<file path="src/rtl/cp0_unit.sv">
// Coprocessor-0 for the five-stage MIPS pipeline: SR/Cause/EPC/PRId, mtc0/mfc0/eret,
// and interrupt-versus-exception arbitration at the M stage.
module cp0_unit #(
    parameter logic [31:0] PRID       = 32'h0000_0700,
    parameter logic [31:0] HANDLER_PC = 32'h0000_4180
) (
    input  logic        clk,
    input  logic        reset,
    input  logic        valid_m,
    input  logic [31:0] pc_m,
    input  logic        bd_m,
    input  logic        exc_valid_m,
    input  logic [4:0]  exc_code_m,
    input  logic        we,
    input  logic [4:0]  addr,
    input  logic [31:0] wdata,
    input  logic        eret_m,
    input  logic [5:0]  hw_int,
    output logic [31:0] rdata,
    output logic        req,
    output logic [31:0] target_pc,
    output logic [31:0] epc
);

    logic [5:0]  sr_im;
    logic        sr_exl;
    logic        sr_ie;
    logic        cause_bd;
    logic [5:0]  cause_ip;
    logic [4:0]  cause_exc;
    logic [31:0] epc_q;

    logic        int_req;
    logic        exc_req;
    logic [31:0] pc_aligned;
    logic [31:0] epc_next;
    logic [31:0] sr_val;
    logic [31:0] cause_val;

    // PC low bits are never stored; EPC is always word aligned.
    logic unused_pc_bits;
    assign unused_pc_bits = ^pc_m[1:0];

    assign int_req = valid_m & sr_ie & ~sr_exl & (|(hw_int & sr_im));
    assign exc_req = valid_m & ~sr_exl & exc_valid_m;
    assign req     = int_req | exc_req;

    assign pc_aligned = {pc_m[31:2], 2'b00};
    assign epc_next   = bd_m ? (pc_aligned - 32'd4) : pc_aligned;

    assign target_pc = req ? HANDLER_PC : epc_q;
    assign epc       = epc_q;

    assign sr_val    = {16'd0, sr_im, 8'd0, sr_exl, sr_ie};
    assign cause_val = {cause_bd, 15'd0, cause_ip, 3'd0, cause_exc, 2'd0};

    always_comb begin
        rdata = 32'd0;
        case (addr)
            5'd12:   rdata = sr_val;
            5'd13:   rdata = cause_val;
            5'd14:   rdata = epc_q;
            5'd15:   rdata = PRID;
            default: rdata = 32'd0;
        endcase
    end

    always_ff @(posedge clk or negedge reset) begin
        if (!reset) begin
            sr_im     <= '0;
            sr_exl    <= 1'b0;
            sr_ie     <= 1'b0;
            cause_bd  <= 1'b0;
            cause_ip  <= '0;
            cause_exc <= '0;
            epc_q     <= '0;
        end else begin
            cause_ip <= hw_int;
            // Only one architectural action per edge: req, then eret, then mtc0.
            if (req) begin
                sr_exl    <= 1'b1;
                cause_bd  <= bd_m;
                cause_exc <= int_req ? 5'd0 : exc_code_m;
                epc_q     <= epc_next;
            end else if (eret_m) begin
                sr_exl <= 1'b0;
            end else if (we) begin
                case (addr)
                    5'd12: begin
                        sr_im  <= wdata[15:10];
                        sr_exl <= wdata[1];
                        sr_ie  <= wdata[0];
                    end
                    5'd14:   epc_q <= {wdata[31:2], 2'b00};
                    default: ;
                endcase
            end
        end
    end

endmodule

</file>
<file path="config.mk">
export PLATFORM = sky130hd
export DESIGN_NAME = cp0_unit
export DESIGN_NICKNAME = d
export VERILOG_FILES = /design/src/rtl/cp0_unit.sv
export SDC_FILE = /design/constraint.sdc
export NUM_CORES = 1
export LEC_CHECK = 0
export ABC_AREA = 0
export ABC_CLOCK_PERIOD_IN_PS = 2300
export BUFFER_PORTS_ARGS = -buffer_cell sky130_fd_sc_hd__buf_2
export CORE_AREA = 2 2 98 100
export DETAILED_ROUTE_END_ITERATION = 12
export DIE_AREA = 0 0 100 102
export PLACE_DENSITY = 0.79
export SYNTH_ARGS = -nofsm -noshare
export SYNTH_HDL_FRONTEND = slang
export SYNTH_SLANG_ARGS = --single-unit
export TNS_END_PERCENT = 10
</file>
<file path="constraint.sdc">
create_clock -name clk -period 2.3 [get_ports clk]
set_input_delay 0.23 -clock clk [delete_from_list [all_inputs] [get_ports clk]]
set_output_delay 0.23 -clock clk [all_outputs]
set_load 0.02 [all_outputs]
</file>
==> results.sh <==
export IMPL_die_h_um=102
export IMPL_maxSlewHeadroom_pct=59.5
export IMPL_crit_path_start_kind="register"
export IMPL_endpoint="req"
export IMPL_place_area_um2=4680
export IMPL_place_ws_ns=0.0967
export IMPL_synthAdderAreaFrac_pct=0.340
export IMPL_rows=35
export IMPL_cts_buffers=5
export IMPL_fin_ws_ns=0.141
export IMPL_rsz0062_at_grt="true"
export IMPL_leakagePower_nw=2.34
export IMPL_wirelength_um=12500
export IMPL_end_kind="primary output"
export IMPL_synth_area_top_cells="dfrtp_1 (34%), mux2i_1 (7.3%), and2_1 (4.6%)"
export IMPL_r2r_end="cause_bd"
export IMPL_tritoncts="yes"
export IMPL_grt_util_all_layers_pct=23.3
export IMPL_slew_viol_final=0
export IMPL_arrival_ns=1.93
export IMPL_power_w=0.00362
export IMPL_synth_top_area_share_pct=34.0
export IMPL_ff2ff_setup_slack_ns=0.43
export IMPL_diodes=0
export IMPL_dp_hpwl_um=9850
export IMPL_min_path_type="input port to register"
export IMPL_fillers=857
export IMPL_ys_warn_count=0
export IMPL_maxClockFrequency_mhz=463
export IMPL_firstDrtPassIters=6
export IMPL_grt_max_degree=44
export IMPL_fin_area_um2=4780
export IMPL_grt_pass1_wl_um=18800
export IMPL_synth_top_family_by_area="simple AND/OR/NAND/NOR gates"
export IMPL_path_class="register to primary output"
export IMPL_fin_tns_setup_ns=0
export IMPL_period_needed_ns=2.16
export IMPL_synth_top_area_cell="dfrtp_1"
export IMPL_post_synth_num_cell_types=46
export IMPL_fin_crit_sh_pct=93.9
export IMPL_seq_area_frac_synth_pct=34.0
export IMPL_path_clk_slew_ns=0.09
export IMPL_portBuffers=177
export IMPL_r2r_start="sr_exl"
export IMPL_cp_required_ns=2.07
export IMPL_layout_common_cells="buf_2 (177), dfrtp_1 (50), and2_1 (27), mux2i_1 (27)"
export IMPL_synth_compound_area_share_pct=19.9
export IMPL_synth_xor_area_share_pct=2.86
export IMPL_initial_utilization_pct=40.4
export IMPL_drive_gt1_share_pct=38.3
export IMPL_drcViolationCount=0
export IMPL_syn_inst=404
export IMPL_layout_commonest_cell="buf_2"
export IMPL_syn_mean_instance_area_um2=9.11
export IMPL_dieArea_um2=10200
export IMPL_synthArstFlopShare_pct=100
export IMPL_ys_flop_type="dfrtp_1"
export IMPL_clock_sinks=50
export IMPL_hold_viol=0
export IMPL_synth_simple_gate_area_share_pct=27.4
export IMPL_grt_pass1_vias=3656
export IMPL_cap_violations=0
export IMPL_crit_fanout=20
export IMPL_syn_area_um2=3680
export IMPL_die_w_um=100
export IMPL_antenna_left=0
export IMPL_synth_edf_count=0
export IMPL_worstSetupStartpoint="sr_exl"
export IMPL_finalSetupViolCount=0
export IMPL_skew_ns=0.00553
export IMPL_gp_congestion=0.910
export IMPL_clockRootBuffer="clkbuf_8"
export IMPL_status="completed"
export IMPL_dr_first_iter_drc_count=256
export IMPL_finalNetCount=655
export IMPL_ir_drop_mv=0.299
export IMPL_vias_per_cell=5.96
export IMPL_post_cts_repair_setup_buffers=0
export IMPL_clk_latency_ns=0.30
export IMPL_grt_ovfl_total=0
export IMPL_clockBufferDepth=2
export IMPL_core_area_um2=9110
export IMPL_boundaryPins=184
export IMPL_cts_htree_levels=2
export IMPL_muxShareOfSynthArea_pct=9.79
export IMPL_num_vias=4040
export IMPL_antenna_found_initial=1
export IMPL_routedWlPerCell_um=18.4
export IMPL_syn2layout_area_growth_pct=29.9
export IMPL_ys_ff_latch=50
export IMPL_rr_worst_depth=5
export IMPL_worst_slew_pin_slew_ns=0.607
export IMPL_power_density_nw_per_um2=756
==> sequential cells by signal, indices dropped and copies added, names as in the netlist <==
| register | cells |
|---|---|
| epc | 30 |
| sr_im | 6 |
| sr_exl | 1 |
| cause_exc | 5 |
| cause_bd | 1 |
| sr_ie | 1 |
| cause_ip | 6 |
==> final cells by class <==
type / count / area (um^2) / area share (%)
clock buffers: 5 / 68.8 / 1.44
flip-flops and latches: 50 / 1250 / 26.2
repair buffers: 197 / 1050 / 21.9
well taps: 111 / 139 / 2.90
inverters: 4 / 15.0 / 0.314
multi-input cells: 309 / 2250 / 47.0
clock inverters: 2 / 13.8 / 0.288
==> stage by stage <==
stage               std cells  utilization [%]  hold WS [ns]
floorplan                 407                -       -0.0656
global placement          670             51.4         0.181
CTS                       678             52.4        0.0415
detailed placement        670             51.4         0.190
finish                    678             52.5        0.0494
global route              678             52.5        0.0270
==> cell usage after synthesis (all sizes together) (5+ instances only) <==
library cell / instances
dfrtp: 50
clkbuf: 34
and2: 28
mux2i: 27
a31oi: 18
and3: 18
a211oi: 17
and4: 17
nand2: 17
o31a: 17
or4: 14
buf: 10
o21ai: 10
a21oi: 9
nand3: 9
o31ai: 9
or3: 9
xnor2: 9
a22oi: 8
mux2: 8
nor3: 8
or4b: 7
a22o: 6
nor4: 6
o41ai: 6
nand2b: 5
nor2: 5
==> critical path: stages (launching register included) <==
cell	delay (ns)
dfrtp_1	0.40
nor2b_1	0.19
o21a_1	0.19
nand2_1	0.11
inv_1	0.47
buf_2	0.28
==> kinds of logic (layout without fill, tap and decap cells) <==
family,after synthesis,in the layout
xor+xnor,12,12
simple gates,155,155
flops,50,50
mux,35,35
fa+ha+maj,1,1
other cells,1,4
buf+inv,48,208
compound gates,102,102
==> repair_timing <==
action,CTS,global route
setup endpoints to repair,0,30
hold buffers,1,0
hold endpoints to repair,17,0
resized for setup,0,3
==> metal layers <==
metal	share of wire [%]	global-route usage (%)	wire, um	vias to the layer above
met5	0.10	0	13	-
met2	49	38.5	6150	163
met3	6.8	4.86	843	22
li1	-	-	-	1876
met1	42	31.1	5240	1977
met4	1.9	6.74	233	2
==> where the power goes <==
part,internal [W],leakage (nW),switching (W),total (W)
Clock,0.000211,0.0444,0.000289,0.000499
Combinational,0.000677,1.71,0.00105,0.00173
Sequential,0.00111,0.588,0.000284,0.00139
Total,0.00199,2.34,0.00162,0.00362
==> how the worst min path moves through the flow <==
stage | from | to | slack (ns) | depth (start not counted)
floorplan | reset | cause_bd | -0.07 | 0
global placement | reset | epc[28] | 0.18 | 1
detailed placement | reset | epc[28] | 0.19 | 1
CTS | hw_int[1] | cause_ip[1] | 0.04 | 1
global route | hw_int[1] | cause_ip[1] | 0.03 | 1
finish | hw_int[1] | cause_ip[1] | 0.05 | 1
No activity file was read; power rests on OpenSTA's default activity.
